--- src/rtl/io_port_hub_pkg.sv ---
// io_port_hub_pkg: shared widths and feature switch for io_port_hub.
// Defining IO_HUB_ITR_EN enables the data-arrival interrupt; it is off by default.
package io_port_hub_pkg;
  localparam int WORD_BITS = 16;
`ifdef IO_HUB_ITR_EN
  localparam bit ITR_EN = 1'b1;
`else
  localparam bit ITR_EN = 1'b0;
`endif
  function automatic int addr_w(input int n);
    return (n > 1) ? $clog2(n) : 1;
  endfunction
endpackage

--- src/rtl/io_fifo.sv ---
// io_fifo: synchronous FIFO without fall-through, with a registered became-non-empty flag.
module io_fifo #(
  parameter int FDEPTH = 4,
  parameter int NUBITS = 16,
  parameter bit FLAG_EN = 1'b0
) (
  input  logic              clk,
  input  logic              rst,
  input  logic              push,
  input  logic              pop,
  input  logic [NUBITS-1:0] din,
  output logic [NUBITS-1:0] head,
  output logic              full,
  output logic              empty,
  output logic              filled
);
  localparam int AW = $clog2(FDEPTH);
  logic [NUBITS-1:0] mem [FDEPTH];
  logic [AW-1:0] wp, rp;
  logic [AW:0] cnt;
  logic do_push, do_pop;
  assign full = cnt == (AW+1)'(FDEPTH);
  assign empty = cnt == '0;
  assign head = mem[rp];
  assign do_push = push & ~full;
  assign do_pop = pop & ~empty;
  always_ff @(posedge clk or negedge rst)
    if (!rst) begin
      wp <= '0;
      rp <= '0;
      cnt <= '0;
    end else begin
      if (do_push) wp <= wp + 1'b1;
      if (do_pop) rp <= rp + 1'b1;
      cnt <= cnt + (AW+1)'(do_push) - (AW+1)'(do_pop);
    end
  always_ff @(posedge clk)
    if (do_push) mem[wp] <= din;
  if (FLAG_EN) begin : g_flag
    always_ff @(posedge clk or negedge rst)
      if (!rst) filled <= 1'b0;
      else filled <= empty & do_push;
  end else begin : g_noflag
    assign filled = 1'b0;
  end
endmodule

--- src/rtl/io_port_hub.sv ---
// io_port_hub: per-address input FIFOs and output holding registers for the processor I/O bus.
// The itr pulse is built only when IO_HUB_ITR_EN is defined.
module io_port_hub
  import io_port_hub_pkg::*;
#(
  parameter int NUBITS = WORD_BITS,
  parameter int NUIOIN = 2,
  parameter int NUIOOU = 2,
  parameter int FDEPTH = 4
) (
  input  logic                       clk,
  input  logic                       rst,
  input  logic                       req_in,
  input  logic [addr_w(NUIOIN)-1:0]  addr_in,
  output logic [NUBITS-1:0]          io_in,
  input  logic                       out_en,
  input  logic [addr_w(NUIOOU)-1:0]  addr_out,
  input  logic [NUBITS-1:0]          io_out,
  output logic                       itr,
  input  logic [NUIOIN*NUBITS-1:0]   ext_in_data,
  input  logic [NUIOIN-1:0]          ext_in_valid,
  output logic [NUIOIN-1:0]          ext_in_ready,
  output logic [NUIOOU*NUBITS-1:0]   ext_out_data,
  output logic [NUIOOU-1:0]          ext_out_valid,
  input  logic [NUIOOU-1:0]          ext_out_ready,
  output logic [NUIOIN-1:0]          udf,
  output logic [NUIOOU-1:0]          ovr
);
  localparam int AIW = addr_w(NUIOIN);
  localparam int AOW = addr_w(NUIOOU);
  logic [NUBITS-1:0] head [NUIOIN];
  logic [NUBITS-1:0] last [NUIOIN];
  logic [NUIOIN-1:0] full, empty, filled, pop;
  for (genvar i = 0; i < NUIOIN; i++) begin : g_ch
    assign pop[i] = req_in && addr_in == AIW'(i);
    io_fifo #(.FDEPTH(FDEPTH), .NUBITS(NUBITS), .FLAG_EN(ITR_EN)) u_fifo (
      .clk(clk),
      .rst(rst),
      .push(ext_in_valid[i]),
      .pop(pop[i]),
      .din(ext_in_data[i*NUBITS +: NUBITS]),
      .head(head[i]),
      .full(full[i]),
      .empty(empty[i]),
      .filled(filled[i])
    );
  end
  assign ext_in_ready = {NUIOIN{rst}} & ~full;
  assign itr = |filled;
  // Out-of-range addresses match no channel and read as zero.
  always_comb begin
    io_in = '0;
    for (int k = 0; k < NUIOIN; k++)
      if (addr_in == AIW'(k)) io_in = empty[k] ? last[k] : head[k];
  end
  always_ff @(posedge clk or negedge rst)
    if (!rst) begin
      ext_out_data <= '0;
      ext_out_valid <= '0;
      ovr <= '0;
      udf <= '0;
      for (int k = 0; k < NUIOIN; k++) last[k] <= '0;
    end else begin
      for (int k = 0; k < NUIOIN; k++)
        if (pop[k]) begin
          if (empty[k]) udf[k] <= 1'b1;
          else last[k] <= head[k];
        end
      for (int k = 0; k < NUIOOU; k++)
        if (out_en && addr_out == AOW'(k)) begin
          ext_out_data[k*NUBITS +: NUBITS] <= io_out;
          ext_out_valid[k] <= 1'b1;
          if (ext_out_valid[k] && !ext_out_ready[k]) ovr[k] <= 1'b1;
        end else if (ext_out_ready[k]) ext_out_valid[k] <= 1'b0;
    end
endmodule

--- config.mk ---
export PLATFORM = sky130hd
export DESIGN_NAME = io_port_hub
export DESIGN_NICKNAME = d
export VERILOG_FILES = /design/src/rtl/io_port_hub_pkg.sv /design/src/rtl/io_fifo.sv /design/src/rtl/io_port_hub.sv
export SDC_FILE = /design/constraint.sdc
export NUM_CORES = 1
export LEC_CHECK = 0
export ABC_AREA = 0
export BUFFER_PORTS_ARGS = -buffer_cell sky130_fd_sc_hd__buf_2
export CAP_MARGIN = 20
export CORE_ASPECT_RATIO = 0.75
export CORE_MARGIN = 8
export CORE_UTILIZATION = 53
export CTS_CLUSTER_SIZE = 16
export DETAILED_ROUTE_END_ITERATION = 12
export PLACE_DENSITY = 0.71
export SYNTH_ARGS = -nofsm -noshare
export SYNTH_HDL_FRONTEND = slang
export SYNTH_SLANG_ARGS = --single-unit
--- constraint.sdc ---
create_clock -name clk -period 5.6 [get_ports clk]
set_clock_uncertainty 0.05 [all_clocks]
set_input_delay 0 -clock clk [delete_from_list [all_inputs] [get_ports clk]]
set_output_delay 0 -clock clk [all_outputs]
set_load 0.02 [all_outputs]
== Yosys cells after proc, flatten, opt, wreduce, memory -nomap -nowiden ==
Memory sizes are Yosys's and may differ from the RTL's.
Index checks and enable logic that the tools add are counted.
W data, S select, Z words.

* Flip-flop bits (word level): 84
* Bits in writable memories: 128
* Input bits: 58
* Logic and storage cells: 67
* Memories kept: 2

{| class="wikitable"
|+ Memories
! name !! depth !! width !! read ports !! clocked after Yosys merged registers in !! wr ports !! line !! RTL
|-
| g_ch[0].u_fifo.mem || 4 || 16 || 1 || 0 || 1 || io_fifo.sv:18 || <nowiki>logic [NUBITS-1:0] mem [FDEPTH];</nowiki>
|-
| g_ch[1].u_fifo.mem || 4 || 16 || 1 || 0 || 1 || io_fifo.sv:18 ||
|}

* Add/subtract/negate cells: 8
* Equality and inequality tests: 2
* Mux-type cells: 11
* Bitwise gates (word level): 12
* Reduce and logical (&&, ||, !) cells: 16

{| class="wikitable"
|+ Operators with widths
! operator !! count
|-
| $mux W16 || 3
|-
| $add A2 B1 Y2 const B || 4
|-
| $mux W1 || 8
|-
| $reduce_and A2 Y1 || 4
|-
| $add A3 B1 Y3 || 2
|-
| $eq A3 B3 Y1 const B || 2
|-
| $logic_and A1 B1 Y1 || 6
|-
| $logic_not A3 Y1 || 2
|-
| $not A1 Y1 || 6
|-
| $sub A3 B1 Y3 || 2
|-
| $and A1 B1 Y1 || 4
|-
| $reduce_bool A2 Y1 || 2
|-
| $and A2 B2 Y2 || 1
|-
| $logic_not A1 Y1 || 2
|-
| $not A2 Y2 || 1
|}

== Logic depth before layout (Yosys ltp) ==
* Depth after elaboration: 5
* Mapped depth: 12
* Gate-level depth less buffers: 9

== Cells and area by module ==
Synthesis repeated with hierarchy kept, for this count alone.

* Cell total of the unflattened synthesis: 467
* Area total of the unflattened synthesis: 8879.8 um2

{| class="wikitable"
|+ By module, submodules not included
! module !! instances !! cells an instance !! area each (um2) !! seq. area each (um2)
|-
| io_port_hub || 1 || 212 || 3218.1 || 1751.7
|-
| io_fifo at g_ch[1].u_fifo || 1 || 127 || 2834.0 || 2097.0
|-
| io_fifo at g_ch[0].u_fifo || 1 || 128 || 2827.7 || 2097.0
|}

== Worst setup path before layout ==
No wires, ideal clock.

* Path type: register -> register
* From: register g_ch[0].u_fifo.cnt[1]
* To: register g_ch[0].u_fifo.cnt[2]
* Setup time: 0.125 ns
* Arrival time: 2.448 ns
* Data required time: 5.425 ns
* Setup slack: 2.977 ns
* Cell stages (with the launch flop): 13
* Period minus slack after synthesis: 2.623 ns
* Cell sequence: dfrtp_1 > or3_1 > buf_6 > and2_4 > buf_6 > buf_6 > ha_1 > inv_1 > ha_1 > inv_1 > fa_1 > xnor2_1 > xnor2_1

* Elaborated cells on any way between the ends: 8

{| class="wikitable"
|+ RTL lines
! element !! line !! RTL
|-
| start: declaration || io_fifo.sv:20 || <nowiki>logic [AW:0] cnt;</nowiki>
|-
| start signal: assignment || io_fifo.sv:35 || <nowiki>cnt <= cnt + (AW+1)'(do_push) - (AW+1)'(do_pop);</nowiki>
|-
| $logic_not A3 Y1 || io_fifo.sv:23 || <nowiki>assign empty = cnt == '0;</nowiki>
|-
| $not A1 Y1 || io_fifo.sv:26 || <nowiki>assign do_pop = pop & ~empty;</nowiki>
|-
| $and A1 B1 Y1 || io_fifo.sv:26 ||
|-
| named net g_ch[0].u_fifo.do_pop || io_fifo.sv:21 || <nowiki>logic do_push, do_pop;</nowiki>
|-
| $sub A3 B1 Y3 || io_fifo.sv:35 ||
|}

The timed path passes the listed nets, and every way through them passes these cells.
A chain may end at the register's enable or synchronous reset.

== Worst setup path in the final report ==
* From: register g_ch[1].u_fifo.cnt[1]
* To: register g_ch[1].u_fifo.cnt[2]

* Longest elaborated chain between the ends: 5
* Elaborated cells on any way between the ends: 8

{| class="wikitable"
|+ RTL lines
! element !! line !! RTL
|-
| start: declaration || io_fifo.sv:20 ||
|-
| start signal: assignment || io_fifo.sv:35 ||
|-
| $eq A3 B3 Y1 || io_fifo.sv:22 || <nowiki>assign full = cnt == (AW+1)'(FDEPTH);</nowiki>
|-
| $not A1 Y1 || io_fifo.sv:25 || <nowiki>assign do_push = push & ~full;</nowiki>
|-
| $and A1 B1 Y1 || io_fifo.sv:25 ||
|-
| $add A3 B1 Y3 || io_fifo.sv:35 ||
|-
| $sub A3 B1 Y3 * || io_fifo.sv:35 ||
|}

Mark *: on every way between the ends. The rest lies on a longest branch, timed or not.

==> run summary <==
commonest non-fill, non-tap cell in the layout = edfxtp_1
vias after detailed routing = 5001
Async SR Flop Fraction = 0.396
Yosys reg bits = 212
Max-Cap Viols = 0
Via-to-Cell Ratio = 5.41
VDD IR max = 0.000447 V
DP HPWL = 11700 um
Max Fclk = 346 MHz
YS warnings = 0
critical path capture point type = flip-flop
Worst Path Max Fanout = 18
status = finished, final reports clean
Syn Inst Count = 522
dpl cell area = 9270 um2
largest net degree at the start of global routing = 49
Tightest Pin Transition = 1.11 ns
post-synth top area cell = edfxtp_1
Die W = 163 um
startpoint types = flip-flop
most frequent cells in the layout = edfxtp_1 (128), buf_2 (112), nand2_1 (99), dfrtp_1 (84), dlygate4sd3_1 (65)
clock tree buffer depth = 3
ys flop type = edfxtp_1
Reg2Reg Depth = 10
Area growth, synth to finish = 24.0%
Power Dens Cells = 497 nW/um2
Setup CP Type = reg2reg
# H-tree levels = 1
first-pass GRT wire length = 28800 um
initial antenna violation count = 0
hold path cells = 3
DRC violations left = 0
final setup fails = 0
Setup TNS = 0 ns
CTS clk-pin slew, worst paths = 0.06 ns
RSZ-0062 raised after global routing = no
I/O pin count = 115
number of global-route vias before repair = 5493
I/O Buffers = 113
ANT nets after route = 0
DRT Wirelength = 17600 um
WP data required = 5.95 ns
final total power = 5.26 mW
CP Data Arrival Time = 3.24 ns
max-slew violations = 0
clock sink count = 212
mapped cell area = 8530 um2
Initial DRT Pass Iterations = 4
Area contributors post-synth = edfxtp_1 (45%), dfrtp_1 (25%), mux4_2 (8.4%), mux2_2 (5.5%), nand2_1 (4.4%)
grt total ovfl = 0
Wirelength per Cell = 19.0 um
final hold vios = 0
syn_nets = 594
TritonCTS clock tree = yes
Post-synth EDFFs = 128
post_cts resized = 0
post-synthesis sequential area ratio = 0.697
cts bufs inserted = 21
Row Count = 40
Initial Util = 0.538
share of layout cells above drive strength 1 = 0.327
Die ar. = 20500 um2
Vert. Die Dim = 126 um
Clock Tree Root = clkbuf_16
Hold Path Class = in2reg
mean area per synthesized cell = 16.3 um2
GPL Wtd Cong = 0.762
Pleak = 4.25 nW
Antenna diodes = 0
DR iter-0 viols = 318
Distinct cells, synth = 35
Synth top area share = 0.450
relative slew slack = 0.255
Skew-Pair Late Insertion Delay = 0.48 ns
GRT Util Overall = 0.175
nets = 774
Floorplan Core Area = 15900 um2
post-route cell area = 10600 um2
Final min period = 2.89 ns
Final period util = 0.515
Setup Buffers After CTS = 0
## cells in the mapped netlist, types with 2 or more instances
library cell and number:
nor2b_1 2, clkbuf_1 15, mux2_4 8, and2_1 8, nor3_2 2, xnor2_1 8
mux2_2 42, buf_2 5, xor2_1 2, nor2_1 2, dfrtp_1 84, a21oi_1 16
o21bai_1 2, a21boi_1 2, nand2b_1 2, fa_1 2, or3_1 2, ha_1 12
mux4_2 32, a21boi_0 2, a32oi_1 16, buf_6 3, edfxtp_1 128, buf_4 3
inv_1 14, nand2_1 99
## worst paths after layout
kind                                                      start  slack (ns)                          endpoint
worst max register to register  g_ch[1].u_fifo.cnt[1]$_DFF_PN0_        2.71   g_ch[1].u_fifo.cnt[2]$_DFF_PN0_
worst min register to register      ext_out_data[8]$_DFFE_PN0P_        0.43       ext_out_data[8]$_DFFE_PN0P_
worst min-delay path                                    addr_in        0.06  g_ch[1].u_fifo.rp[1]$_DFFE_PN0P_
worst max-delay path            g_ch[1].u_fifo.cnt[1]$_DFF_PN0_        2.71   g_ch[1].u_fifo.cnt[2]$_DFF_PN0_
max in group asynchronous                                   rst        4.38              last[14]$_DFFE_PN0N_
min in group asynchronous                                   rst        0.52       ext_out_data[0]$_DFFE_PN0P_
## stage by stage
stage / setup WS [ns] / instances / utilization / hold slack [ns]
floorplan: 2.98 / 522 / - / -0.346
global route: 2.51 / 925 / 0.667 / 0.111
detailed placement: 2.75 / 822 / 0.584 / -0.0625
finish: 2.71 / 925 / 0.667 / 0.0566
global placement: 2.83 / 821 / 0.583 / -0.0650
CTS: 2.72 / 922 / 0.665 / 0.00104
## critical path, stage by stage, from the launching register on
cell     delay (ns)
dfrtp_1        0.47
nor3_2         0.07
buf_4          0.20
nor2_2         0.72
ha_1           0.36
inv_1          0.05
ha_1           0.13
inv_1          0.05
fa_1           0.37
xnor2_1        0.19
xnor2_1        0.14
## logic make-up after synthesis
kind of cell,Yosys count,synth area share
AOI/OAI and AO/OA,41,0.0334
xor gates and xnor gates,10,0.0103
adders and majority gates,14,0.0223
buffers and inverters,41,0.0227
DFF,212,0.697
muxes,82,0.154
other,1,0.000439
and+or+nand+nor,121,0.0601
## flip-flops by register name, summed over array words and instances (netlist names)
register / count
g_ch.u_fifo.mem: 128
ext_out_data: 32
last: 32
g_ch.u_fifo.cnt: 6
g_ch.u_fifo.rp: 4
g_ch.u_fifo.wp: 4
ext_out_valid: 2
ovr: 2
udf: 2
## routing by layer
layer,global-route usage,vias up,wire [um]
li1,-,2283,-
met1,0.232,2532,7630
met2,0.287,160,8550
met3,0.0417,26,1110
met4,0.0407,0,283
met5,0,-,0
## cell type report
type	count	area, um2
fill	1055	5290
inverter	14	52.6
clock inverter	7	60.1
timing repair buffer	184	1300
tap	210	263
sequential	212	5950
clock buffer	29	569
multi-input combinational	269	2390
## power breakdown
group	leakage [nW]	internal, mW	switching [mW]
registers	2.16	2.09	0.257
clock network	0.313	0.755	0.541
logic	1.78	0.745	0.872
total	4.25	3.59	1.67
## what timing repair did
action                                  4_1_cts  5_1_grt
hold buffers                                 64        2
endpoints found under the setup margin        0        0
hold endpoints to repair                    208        4
(Power assumes the default switching activity.)
